<file path="src/rtl/inst_prefetch_buffer.sv">
// inst_prefetch_buffer: sequential instruction prefetch into a PC-tagged FIFO with
// redirect flush and stale in-flight response dropping.
module inst_prefetch_buffer #(
  parameter int          DEPTH           = 4,
  parameter int          MAX_OUTSTANDING = 4,
  parameter logic [31:0] RESET_PC        = 32'h0000_0000
) (
  input  logic                     clk,
  input  logic                     rst_b,
  output logic                     imem_req_valid,
  input  logic                     imem_req_ready,
  output logic [31:0]              imem_req_addr,
  input  logic                     imem_resp_valid,
  input  logic [31:0]              imem_resp_data,
  output logic                     out_valid,
  output logic [31:0]              out_inst,
  output logic [31:0]              out_pc,
  input  logic                     out_ready,
  input  logic                     redirect,
  input  logic [31:0]              redirect_addr,
  input  logic                     halt,
  output logic [$clog2(DEPTH):0]   occupancy
);
  localparam int AW = $clog2(DEPTH);
  localparam int QW = MAX_OUTSTANDING > 1 ? $clog2(MAX_OUTSTANDING) : 1;
  localparam int OW = $clog2(MAX_OUTSTANDING + 1);
  localparam logic [31:0] DEPTH_U = 32'(DEPTH);
  localparam logic [31:0] MAXO_U  = 32'(MAX_OUTSTANDING);
  logic [31:0]   fetch_pc_q, fetch_pc_d;
  logic [OW-1:0] outst_q, outst_d, drop_q, drop_d, live;
  logic [AW:0]   count_q, count_d;
  logic [AW-1:0] rd_ptr_q, rd_ptr_d, wr_ptr_q, wr_ptr_d;
  logic [QW-1:0] pq_rd_q, pq_rd_d, pq_wr_q, pq_wr_d;
  logic [31:0]   fifo_pc_q [DEPTH];
  logic [31:0]   fifo_inst_q [DEPTH];
  logic [31:0]   pq_q [MAX_OUTSTANDING];
  logic          req_fire, resp_fire, stale, push, pop;
  function automatic logic [QW-1:0] qinc(input logic [QW-1:0] p);
    return (32'(p) == MAXO_U - 32'd1) ? '0 : p + QW'(1);
  endfunction
  assign out_valid     = count_q != '0;
  assign out_inst      = out_valid ? fifo_inst_q[rd_ptr_q] : '0;
  assign out_pc        = out_valid ? fifo_pc_q[rd_ptr_q] : '0;
  assign imem_req_addr = fetch_pc_q;
  assign occupancy     = count_q;
  // Credit check counts words already buffered plus live responses still owed.
  always_comb begin
    live           = outst_q - drop_q;
    imem_req_valid = rst_b & ~redirect & ~halt & ((32'(count_q) + 32'(live)) < DEPTH_U) & (32'(outst_q) < MAXO_U);
    req_fire       = imem_req_valid & imem_req_ready;
    resp_fire      = imem_resp_valid & (outst_q != '0);
    stale          = resp_fire & (drop_q != '0);
    push           = resp_fire & ~stale & ~redirect;
    pop            = out_valid & out_ready & ~redirect;
    outst_d        = outst_q + OW'(req_fire) - OW'(resp_fire);
    drop_d         = redirect ? outst_d : drop_q - OW'(stale);
    fetch_pc_d     = redirect ? (redirect_addr & ~32'd3) : fetch_pc_q + (req_fire ? 32'd4 : 32'd0);
    count_d        = redirect ? '0 : count_q + (AW+1)'(push) - (AW+1)'(pop);
    rd_ptr_d       = redirect ? '0 : rd_ptr_q + AW'(pop);
    wr_ptr_d       = redirect ? '0 : wr_ptr_q + AW'(push);
    pq_rd_d        = resp_fire ? qinc(pq_rd_q) : pq_rd_q;
    pq_wr_d        = req_fire ? qinc(pq_wr_q) : pq_wr_q;
  end
  always_ff @(posedge clk or negedge rst_b) begin
    if (!rst_b) begin
      fetch_pc_q <= RESET_PC;
      outst_q    <= '0;
      drop_q     <= '0;
      count_q    <= '0;
      rd_ptr_q   <= '0;
      wr_ptr_q   <= '0;
      pq_rd_q    <= '0;
      pq_wr_q    <= '0;
    end else begin
      fetch_pc_q <= fetch_pc_d;
      outst_q    <= outst_d;
      drop_q     <= drop_d;
      count_q    <= count_d;
      rd_ptr_q   <= rd_ptr_d;
      wr_ptr_q   <= wr_ptr_d;
      pq_rd_q    <= pq_rd_d;
      pq_wr_q    <= pq_wr_d;
    end
  end
  // Storage needs no reset: occupancy and pointers decide what is visible.
  always_ff @(posedge clk) begin
    if (push) begin
      fifo_pc_q[wr_ptr_q]   <= pq_q[pq_rd_q];
      fifo_inst_q[wr_ptr_q] <= imem_resp_data;
    end
    if (req_fire) pq_q[pq_wr_q] <= fetch_pc_q;
  end
  assert property (@(posedge clk) disable iff (!rst_b) !(imem_resp_valid && outst_q == '0));
endmodule

</file>
<file path="config.mk">
export PLATFORM = sky130hd
export DESIGN_NAME = inst_prefetch_buffer
export DESIGN_NICKNAME = d
export VERILOG_FILES = /design/src/rtl/inst_prefetch_buffer.sv
export SDC_FILE = /design/constraint.sdc
export NUM_CORES = 1
export LEC_CHECK = 0
export CAP_MARGIN = 10
export CORE_MARGIN = 2
export CORE_UTILIZATION = 57
export CTS_CLUSTER_DIAMETER = 200
export DETAILED_ROUTE_END_ITERATION = 10
export PLACE_DENSITY_LB_ADDON = 0.12
export SLEW_MARGIN = 10
export SYNTH_ARGS = -nofsm -noshare
export SYNTH_HDL_FRONTEND = slang
export SYNTH_SLANG_ARGS = --single-unit
</file>
<file path="constraint.sdc">
create_clock -name clk -period 8.2 [get_ports clk]
set_input_delay 1.64 -clock clk [delete_from_list [all_inputs] [get_ports clk]]
set_output_delay 1.64 -clock clk [all_outputs]
set_load 0.02 [all_outputs]
</file>
==> metrics.md, run 1 <==
| Metric | Value |
|---|---|
| Run status | `complete, no violations` |
| # diodes | `0` |
| Util after Layout | `0.697` |
| Setup TNS | `0 ns` |
| Nets@finish | `1121` |
| Vias in the first global route | `8579` |
| Root buffer cell | `clkbuf_16` |
| Slowest-stage cell, CP | `clkdlybuf4s50_1` |
| Hold Startpoint | `rd_ptr_q[1]` |
| Cells after Synth | `852` |
| Ys Warns | `0` |
| IR drop worst, VDD | `0.445 mV` |
| Top_reg_cell synth | `edfxtp_1` |
| Post-route ant nets | `0` |
| Cts hold-fix bufs | `0` |
| Power per cell area | `304 nW/um^2` |
| Worst Setup SP | `redirect` |
| Post-synth EDFFs | `368` |
| Worst Path Required | `6.56 ns` |
| Vias per cell | `5.78` |
| Placement Setup Slack | `2.93 ns` |
| Flops & latches, synth | `415` |
| Final worst path period share | `0.642` |
| Layout Skew | `0.0179 ns` |
| Area delta synth->final | `20.8%` |
| 1st-iter DRT viols | `612` |
| Grt total ovfl | `0` |
| Total CTS buffers | `41` |
| Cts repair resizes | `0` |
| Clock Tree Buf Depth | `3` |
| CP max stage delay | `0.65 ns` |
| Post-Syn Area | `16500 sq um` |
| RR Startpoint | `outst_q[0]` |
| Share of layout cells above drive strength 1 | `0.172` |
| Critical Path Source Type | `input port` |
| Final setup viols | `0` |
| Postcts setup bufs | `0` |
| Worst Path Arrival | `3.62 ns` |
| CP Capture Type | `output port` |
| Leakage | `0.00654 uW` |
| Final hold viol count | `0` |
| CTS sink cnt | `415` |
| Hold WS | `0.549 ns` |
| Synth unique cells | `46` |
| Crit path top cell by count | `clkdlybuf4s50_1` |
| PortBufs | `165` |
| Routed Wire Length | `30.8 mm` |
| Starting Density | `0.577` |
| CTS H-Tree Depth | `2` |
| Ports | `172` |
| Placer Congestion | `0.809` |
| Die width | `174 um` |
| Synth async-reset ratio | `0.113` |
| DR pass1 iterations | `5` |
| F_max | `0.190 GHz` |
| Post-synthesis sequential area ratio | `0.742` |
| Die Y | `174 um` |
| Post-Syn Area per Cell | `19.3 sq um` |
| Pins Over Slew Limit | `0` |
| Clk slew on worst S/H paths | `0.06 ns` |
| Std-Cell Rows | `62` |
| CP Class | `input port to output port` |
| CP bufs+invs | `3` |
| Crit-path cells | `clkdlybuf4s50_1 > buf_4 > nor4b_1 > o211a_1 > clkdlybuf4s50_1` |
| Antenna violations before repair | `0` |
| Max cap viols | `0` |
| CTS tree | `built` |
| Via count | `8348` |
| First-pass GRT wire length | `48.3 mm` |
| Crit-path max FO | `56` |
| CP top delay family | `buffers and inverters` |
| Setup slack after layout | `2.94 ns` |
| RSZ-0062 raised after global routing | `no` |
| Worst-Skew Late Latency | `0.53 ns` |
| Finished Layout Cells | `1445` |
| DP Wirelength | `17.5 mm` |
| Inst Count DP | `1370` |
| Residual DRC | `0` |
| Worst hold path type | `register to register` |
| Routed length per instance | `21.3 um` |
| Pin count of the biggest net entering global routing | `63` |
| Core ar. | `28500 sq um` |
| Min Tclk post-route | `5.26 ns` |
| Relative slew slack | `0.329` |
| GRT Total Usage | `0.207` |
| Tightest Pin Transition | `1.01 ns` |
| Die area | `30300 sq um` |
==> cell families after synthesis <==
| group | after synthesis | synth area share |
|---|---|---|
| and+or+nand+nor | 184 | 0.0646 |
| adders and majority gates | 21 | 0.0173 |
| muxes | 94 | 0.127 |
| buffers and inverters | 66 | 0.0175 |
| xor gates and xnor gates | 21 | 0.0112 |
| other | 1 | 0.000228 |
| DFF | 415 | 0.742 |
| AOI/OAI and AO/OA | 50 | 0.0197 |
==> layer usage <==
| metal | vias up | wire (um) | track usage |
|---|---|---|---|
| met5 | - | 0 | 0 |
| met4 | 0 | 567 | 0.0490 |
| met3 | 53 | 1900 | 0.0370 |
| met2 | 284 | 14900 | 0.338 |
| met1 | 4262 | 13500 | 0.297 |
| li1 | 3749 | - | - |
==> flip-flops by register name, summed over array words and instances, names as in the netlist <==
register       cells
rd_ptr_q           2
fifo_inst_q      128
fifo_pc_q        120
occupancy          3
pq_wr_q            2
outst_q            3
pq_q             120
drop_q             3
wr_ptr_q           2
pq_rd_q            2
imem_req_addr     30
==> report_power, final <==
group | total [uW] | internal, uW | switching (uW)
logic | 1510 | 721 | 791
registers | 2640 | 2500 | 140
clock network | 1890 | 1150 | 743
total | 6040 | 4370 | 1670
==> cell usage after synthesis, types with 4 or more instances <==
library cell  number  share of area
nor2_1            17         0.0039
inv_1             21         0.0048
xnor2_1           12         0.0064
o31a_1             4         0.0021
o21ai_0           21         0.0064
o31ai_1            4         0.0018
mux4_2            92           0.13
xor2_1             9         0.0048
a31oi_1           10         0.0038
clkbuf_1          21         0.0048
buf_2             14         0.0043
nand4_1           10         0.0038
nor2b_1           67          0.025
buf_1              4        0.00091
nor3_1             6         0.0018
nand3_1            8         0.0024
and3_1            10         0.0038
edfxtp_1         368           0.67
and4_1             7         0.0037
nand2_1           32         0.0073
buf_4              4         0.0018
ha_1              18          0.014
dfrtp_1           47          0.071
or3_1              7         0.0027
or4_1              4         0.0018
==> worst min-delay path, stage by stage (launching register included) <==
cell     delay, ns
dfrtp_2       0.36
xnor2_1       0.07
nor2_1        0.08
==> placed cells by master (no fill, tap or decap), types with 4 or more instances in the layout <==
cell             synthesis  routed
nor2_1                  17      16
and3_1                  10       5
conb_1                   1       4
mux4_2                  92      92
nand3_1                  8       8
ha_1                    18      18
dfrtp_1                 47      43
clkdlybuf4s50_1          0     164
or3_1                    7       7
inv_1                   21      21
nor3_1                   6       4
clkbuf_1                21       7
a31oi_1                 10      10
o31a_1                   4       4
xor2_1                   9       9
and4_1                   7       7
o31ai_1                  4       4
bufinv_16                0       6
clkinv_1                 0       6
o21ai_0                 21      21
clkbuf_16                0      43
or4_1                    4       4
clkinv_2                 0      11
buf_4                    4      10
nand4_1                 10      10
nand2_1                 32      32
and3_2                   0       5
edfxtp_1               368     368
nor2b_1                 67      67
xnor2_1                 12      12
==> final cells by class <==
type                       instances  area [sq um]
clock buffer                      50          1100
clock inverter                    25           274
fill                            1870          8660
inverter                          22          82.6
multi-input combinational        374          4000
sequential                       415         12200
tap                              384           480
timing repair buffer             175          1720
==> path summary, 6_finish.rpt <==
check / endpoint / slack (ns) / cells past startpoint
setup reg to reg: imem_req_addr[28] / 4.16 / 14
min in group asynchronous: drop_q[0] / 1.24 / 2
hold / removal: rd_ptr_q[1] / 0.55 / 2
hold reg to reg: rd_ptr_q[1] / 0.55 / 2
setup / recovery: imem_req_valid / 2.94 / 5
max in group asynchronous: rd_ptr_q[0] / 6.49 / 2
==> through the flow <==
step                cell area, sq um  power, uW
global route                   19900       6310
floorplan                      16500       3570
global placement               18500       4190
CTS                            19900       6110
finish                         19900       6040
detailed placement             18500       4220
(Power assumes the default switching activity.)
==> run 2, diff against run 1 <==
Clock period 8.2 ns to 4.9 ns, I/O delays scaled along.
==> run 2 against run 1 <==
Against the previous run: clock skew down 0.0039 ns; die area unchanged; combinational power up 69%; final cell count up 0.55%; total power up 64%; critical path depth up 4; via count down 0.59%; largest cell class unchanged; largest power group unchanged.
==> metrics.md, run 2 (synthesis gave the netlist of run 1 again) <==
| Metric | Value |
|---|---|
| Starting Density | `0.577 (unchanged)` |
| # diodes | `0 (unchanged)` |
| Clock Tree Buf Depth | `3 (unchanged)` |
| Routed length per instance | `21.5 um (+0.82%)` |
| Reg2reg path depth | `14 (unchanged)` |
| Placer Congestion | `0.802 (-0.87%)` |
| Number of flip-flops in the largest register | `128 (unchanged)` |
| Most frequent cells in the layout | `edfxtp_1, clkdlybuf4s50_1, mux4_2, nor2b_1` |
| Layout Skew | `0.0140 ns (-0.00394 ns)` |
| Total CTS buffers | `41 (unchanged)` |
| Ports | `172 (unchanged)` |
| Largest reg by FF count | `fifo_inst_q` |
| R2r setup slk | `0.90 ns (-3.26 ns)` |
| Vias per cell | `5.71 (-1.1%)` |
| Reg2reg end | `imem_req_addr[25]` |
| Pin count of the biggest net entering global routing | `63 (unchanged)` |
| Die Y | `174 um (unchanged)` |
| Share of layout cells above drive strength 1 | `0.173 (+0.00152)` |
| Root buffer cell | `clkbuf_16` |
| GRT Total Usage | `0.212 (+0.00479)` |
| Relative slew slack | `0.431 (+0.103)` |
| Die area | `30300 sq um (unchanged)` |
| Max cap viols | `0 (unchanged)` |
| CP Capture Type | `output port` |
| Routed Wire Length | `31.2 mm (+1.4%)` |
| Clk slew on worst S/H paths | `0.06 ns (about the same)` |
| Residual DRC | `0 (unchanged)` |
| Pins Over Slew Limit | `0 (unchanged)` |
| CP Class | `register to output port` |
| Final setup viols | `0 (unchanged)` |
| Finished Layout Cells | `1453 (+0.55%)` |
| Core ar. | `28500 sq um (unchanged)` |
| Via count | `8299 (-0.59%)` |
| Tightest Pin Transition | `0.853 ns (-0.154 ns)` |
| CTS sink cnt | `415 (unchanged)` |
| Worst Path Required | `3.92 ns (-2.64 ns)` |
| DR pass1 iterations | `4 (-1)` |
| PortBufs | `165 (unchanged)` |
| Worst hold path type | `input port to asynchronous set/reset pin` |
| Largest regs | `fifo_inst_q (128), fifo_pc_q (120), pq_q (120)` |
| F_max | `0.247 GHz` |
| Inst Count DP | `1379 (+0.66%)` |
| Critical Path Source Type | `register` |
| Worst Path Arrival | `3.08 ns (-0.54 ns)` |
| Grt total ovfl | `0 (unchanged)` |
| CTS tree | `built` |
| Most common cell after layout, fill and taps aside | `edfxtp_1` |
| Final hold viol count | `0 (unchanged)` |
| Postcts setup bufs | `0 (unchanged)` |
| Power per cell area | `498 nW/um^2 (+64%)` |
| CTS H-Tree Depth | `2 (unchanged)` |
| Final worst path period share | `0.828` |
| IR drop worst, VDD | `0.465 mV (+4.5%)` |
| Vias in the first global route | `8748 (+2.0%)` |
| Cts repair resizes | `0 (unchanged)` |
| Setup TNS | `0 ns (unchanged)` |
| DP Wirelength | `18.8 mm (+7.4%)` |
| RR Startpoint | `outst_q[0]` |
| Antenna violations before repair | `0 (unchanged)` |
| Post-route ant nets | `0 (unchanged)` |
| Min Tclk post-route | `4.06 ns` |
| Crit-path max FO | `7 (-88%)` |
| Nets@finish | `1130 (+0.80%)` |
| Die width | `174 um (unchanged)` |
| Worst-Skew Late Latency | `0.52 ns (about the same)` |
| Leakage | `0.00654 uW (about the same)` |
| RSZ-0062 raised after global routing | `no` |
| Cts hold-fix bufs | `0 (unchanged)` |
| Run status | `complete, no violations` |
| First-pass GRT wire length | `49.2 mm (+1.9%)` |
| 1st-iter DRT viols | `654 (+6.9%)` |
| Area delta synth->final | `21.0%` |
| Std-Cell Rows | `62 (unchanged)` |
[run 2: changes by cell type in the layout (fill, tap and decap cells not counted), sizes merged]
cell,before,now
buf,11,21
clkbuf,50,58
clkinv,17,10
bufinv,6,1
clkinvlp,1,4
clkdlybuf4s50,164,163
[run 2: through the flow]
stage	worst slack [ns]	power (uW)	utilization	hold slack, ns	cell area (sq um)
2_1_floorplan	0.0536	5970	-	0.524	16500
3_3_place_gp	0.967	7040	0.653	0.553	18600
3_5_place_dp	0.919	7090	0.653	0.557	18600
4_1_cts	0.794	10000	0.698	0.570	19900
5_1_grt	0.622	10400	0.698	0.597	19900
6_report	0.843	9930	0.698	0.569	19900
[run 2: cell type report]
type                            count  area [sq um]
Sequential cell                   415         12200
Inverter                           22          82.6
Tap cell                          384           480
Multi-Input combinational cell    374          4000
Fill cell                        1889          8610
Timing Repair Buffer              184          1830
Clock inverter                     16           116
Clock buffer                       58          1180
[run 2: how the worst max path moves through the flow]
stage,start,end,slack (ns)
floorplan,redirect,fifo_inst_q[2][0],0.05
global placement,outst_q[0],imem_req_addr[25],0.97
detailed placement,outst_q[0],imem_req_addr[25],0.92
CTS,rd_ptr_q[0],out_inst[30],0.79
global route,outst_q[0],imem_req_addr[25],0.62
finish,outst_q[0],imem_req_valid,0.84
[run 2: critical path, cell delays in order, from the launching register on]
cell and delay (ns):
dfrtp_1 0.40, inv_1 0.07, ha_1 0.13, inv_1 0.05, fa_1 0.37, xnor2_1 0.14
ha_1 0.18, nor4b_1 0.27, o211a_1 0.31, clkdlybuf4s50_1 0.64
[run 2: where the power goes]
part           switching, uW  internal, uW  leakage [uW]  total [uW]
logic                   1330          1220       0.00204        2550
clock network           1220          1740      0.000625        2960
registers                239          4180       0.00387        4420
total                   2800          7130       0.00654        9930
[run 2: metal layers]
layer / part of all wire / GRT usage / vias up
met4: 0.012 / 0.0462 / 0
met3: 0.060 / 0.0374 / 35
met5: 0 / 0 / -
li1: - / - / 3761
met2: 0.50 / 0.350 / 292
met1: 0.43 / 0.302 / 4211
==> run 3, diff against run 2 <==
Settings changed: CORE_UTILIZATION 57 to 51.
Clock period 4.9 ns to 3.4 ns, I/O delays scaled along.
==> run 3 against run 2 <==
Against the previous run: the flow now finishes with violations (setup timing); final cell count rose by 3.4%; core utilization decreased by 5.2 points; final area grew 2.8%; critical path depth is 7 higher; non-clock buffer count is 32 higher; clock-buffer cell count decreased by 7; via count rose by 3.0%; sequential share of layout area shrank 1.7 points; combinational power is 56% higher; largest cell class unchanged; flip-flop and latch count did not move; worst hold slack worse by 0.25 ns.
==> metrics.md, run 3 (synthesis gave the netlist of run 1 again) <==
| Metric | Value |
|---|---|
| Leakage | `0.00679 uW (+3.8%)` |
| Power per cell area | `711 nW/um^2 (+43%)` |
| Ports | `172 (unchanged)` |
| Total CTS buffers | `42 (+2.4%)` |
| Worst-Skew Late Latency | `0.53 ns (about the same)` |
| Vias per cell | `5.69 (-0.31%)` |
| F_max | `0.290 GHz` |
| # diodes | `0 (unchanged)` |
| GRT Total Usage | `0.200 (-0.0114)` |
| Min Tclk post-route | `3.45 ns` |
| CTS tree | `built` |
| Clk slew on worst S/H paths | `0.06 ns (about the same)` |
| Setup TNS | `-0.163 ns (-0.163 ns)` |
| Run status | `complete, but fails checks` |
| Vias in the first global route | `8883 (+1.5%)` |
| Most frequent cells in the layout | `edfxtp_1, clkdlybuf4s50_1, mux4_2, nor2b_1, clkbuf_16` |
| Die area | `33700 sq um (+11%)` |
| Final setup viols | `5 (+5)` |
| First-pass GRT wire length | `51.0 mm (+3.7%)` |
| Antenna violations before repair | `0 (unchanged)` |
| IR drop worst, VDD | `0.531 mV (+14%)` |
| Worst Path Arrival | `3.90 ns (+0.82 ns)` |
| Core ar. | `31700 sq um (+11%)` |
| Layout Skew | `0.0171 ns (+0.00317 ns)` |
| Post-route ant nets | `0 (unchanged)` |
| Util after Layout | `0.646 (-0.0519)` |
| Pin count of the biggest net entering global routing | `63 (unchanged)` |
| Worst Path Required | `3.86 ns (-0.06 ns)` |
| DR pass1 iterations | `5 (+1)` |
| Routed length per instance | `22.0 um (+2.2%)` |
| Tightest Pin Transition | `0.895 ns (+0.0422 ns)` |
| Final instance area | `20500 sq um (+2.8%)` |
| Finished Layout Cells | `1502 (+3.4%)` |
| Worst hold path type | `input port to asynchronous set/reset pin` |
| Failing checks | `setup timing` |
| Critical Path Source Type | `register` |
| Via count | `8552 (+3.0%)` |
| Starting Density | `0.519 (-0.0577)` |
| Residual DRC | `0 (unchanged)` |
| Area delta synth->final | `24.5%` |
| Crit-path max FO | `5 (-2)` |
| Routed Wire Length | `33.0 mm (+5.6%)` |
| Placement Cell Area | `18900 sq um (+1.4%)` |
| RR Startpoint | `outst_q[0]` |
| Nets@finish | `1164 (+3.0%)` |
| CP Capture Type | `register` |
| Largest reg by FF count | `fifo_inst_q` |
| Die Y | `184 um (+5.6%)` |
| Max cap viols | `0 (unchanged)` |
| Pins Over Slew Limit | `0 (unchanged)` |
| Grt total ovfl | `0 (unchanged)` |
| 1st-iter DRT viols | `633 (-3.2%)` |
| Inst Count DP | `1412 (+2.4%)` |
| DP Wirelength | `19.2 mm (+2.1%)` |
| Final hold viol count | `0 (unchanged)` |
| CTS sink cnt | `415 (unchanged)` |
| PortBufs | `165 (unchanged)` |
| Clock Tree Buf Depth | `3 (unchanged)` |
| Final worst path period share | `1.01` |
| RSZ-0062 raised after global routing | `yes` |
| Root buffer cell | `clkbuf_16` |
| Die width | `184 um (+5.6%)` |
| CP Class | `register to register` |
| CTS H-Tree Depth | `2 (unchanged)` |
| Most common cell after layout, fill and taps aside | `edfxtp_1` |
| Worst Setup SP | `outst_q[0]` |
| Number of flip-flops in the largest register | `128 (unchanged)` |
| Setup slack after layout | `-0.0464 ns (-0.890 ns)` |
| Relative slew slack | `0.403 (-0.0281)` |
| Final Total Pwr | `14600 uW (+47%)` |
| Share of layout cells above drive strength 1 | `0.219 (+0.0460)` |
| Largest regs | `fifo_inst_q (128), fifo_pc_q (120), pq_q (120)` |
| Std-Cell Rows | `65 (+4.8%)` |
| Placer Congestion | `0.811 (+1.2%)` |
==> run 3: cell type report <==
class                      instances  area [sq um]
tap                              402           503
sequential                       415         12200
clock inverter                    21           123
inverter                          22          82.6
fill                            2198         11200
multi-input combinational        375          4180
clock buffer                      51          1150
timing repair buffer             216          2230
==> run 3: final timing paths <==
check / endpoint / slack (ns) / cells past startpoint
worst max-delay path: imem_req_addr[24] / -0.05 / 16
worst min register to register: pq_wr_q[1] / 0.57 / 1
max in group asynchronous: rd_ptr_q[0] / 2.58 / 2
min in group clk: pq_wr_q[1] / 0.57 / 1
worst min-delay path: pq_wr_q[1] / 0.32 / 2
worst max register to register: imem_req_addr[24] / -0.05 / 16
==> run 3: per-stage QoR <==
stage / setup slack [ns] / hold slack, ns
after floorplan: 0.0292 / 0.384
after global placement: 0.0137 / 0.564
after detailed placement: -0.0640 / 0.570
after CTS: 0.00286 / 0.308
after global routing: -0.196 / 0.369
final: -0.0464 / 0.324
==> run 3: critical path, cell delays in order, from the launching register on <==
cell and delay (ns):
dfrtp_1 0.38, inv_1 0.07, ha_2 0.18, inv_2 0.04, fa_2 0.34, xnor2_2 0.14
ha_2 0.19, nor4b_4 0.27, o211a_2 0.23, and2_4 0.17, buf_6 0.10, ha_4 0.11
and4_4 0.29, buf_12 0.12, nand4_4 0.11, or4_4 0.51, a31oi_1 0.13
==> run 3: what timing repair did <==
item,in CTS,in global routing
gates cloned,0,1
buffers inserted,4,13
endpoints found under the setup margin,12,21
hold buffers,0,0
gates resized for setup,6,40
pin swaps,2,18
==> run 3: layer usage <==
metal,up-vias,track usage,wire length (um)
li1,3834,-,-
met1,4386,0.281,14400
met2,283,0.327,16000
met3,49,0.0378,1930
met4,0,0.0541,617
met5,-,0,0
==> run 3: report_power, final <==
part / internal [uW] / switching (uW)
clock network: 2460 / 1790
registers: 6030 / 319
logic: 1950 / 2030
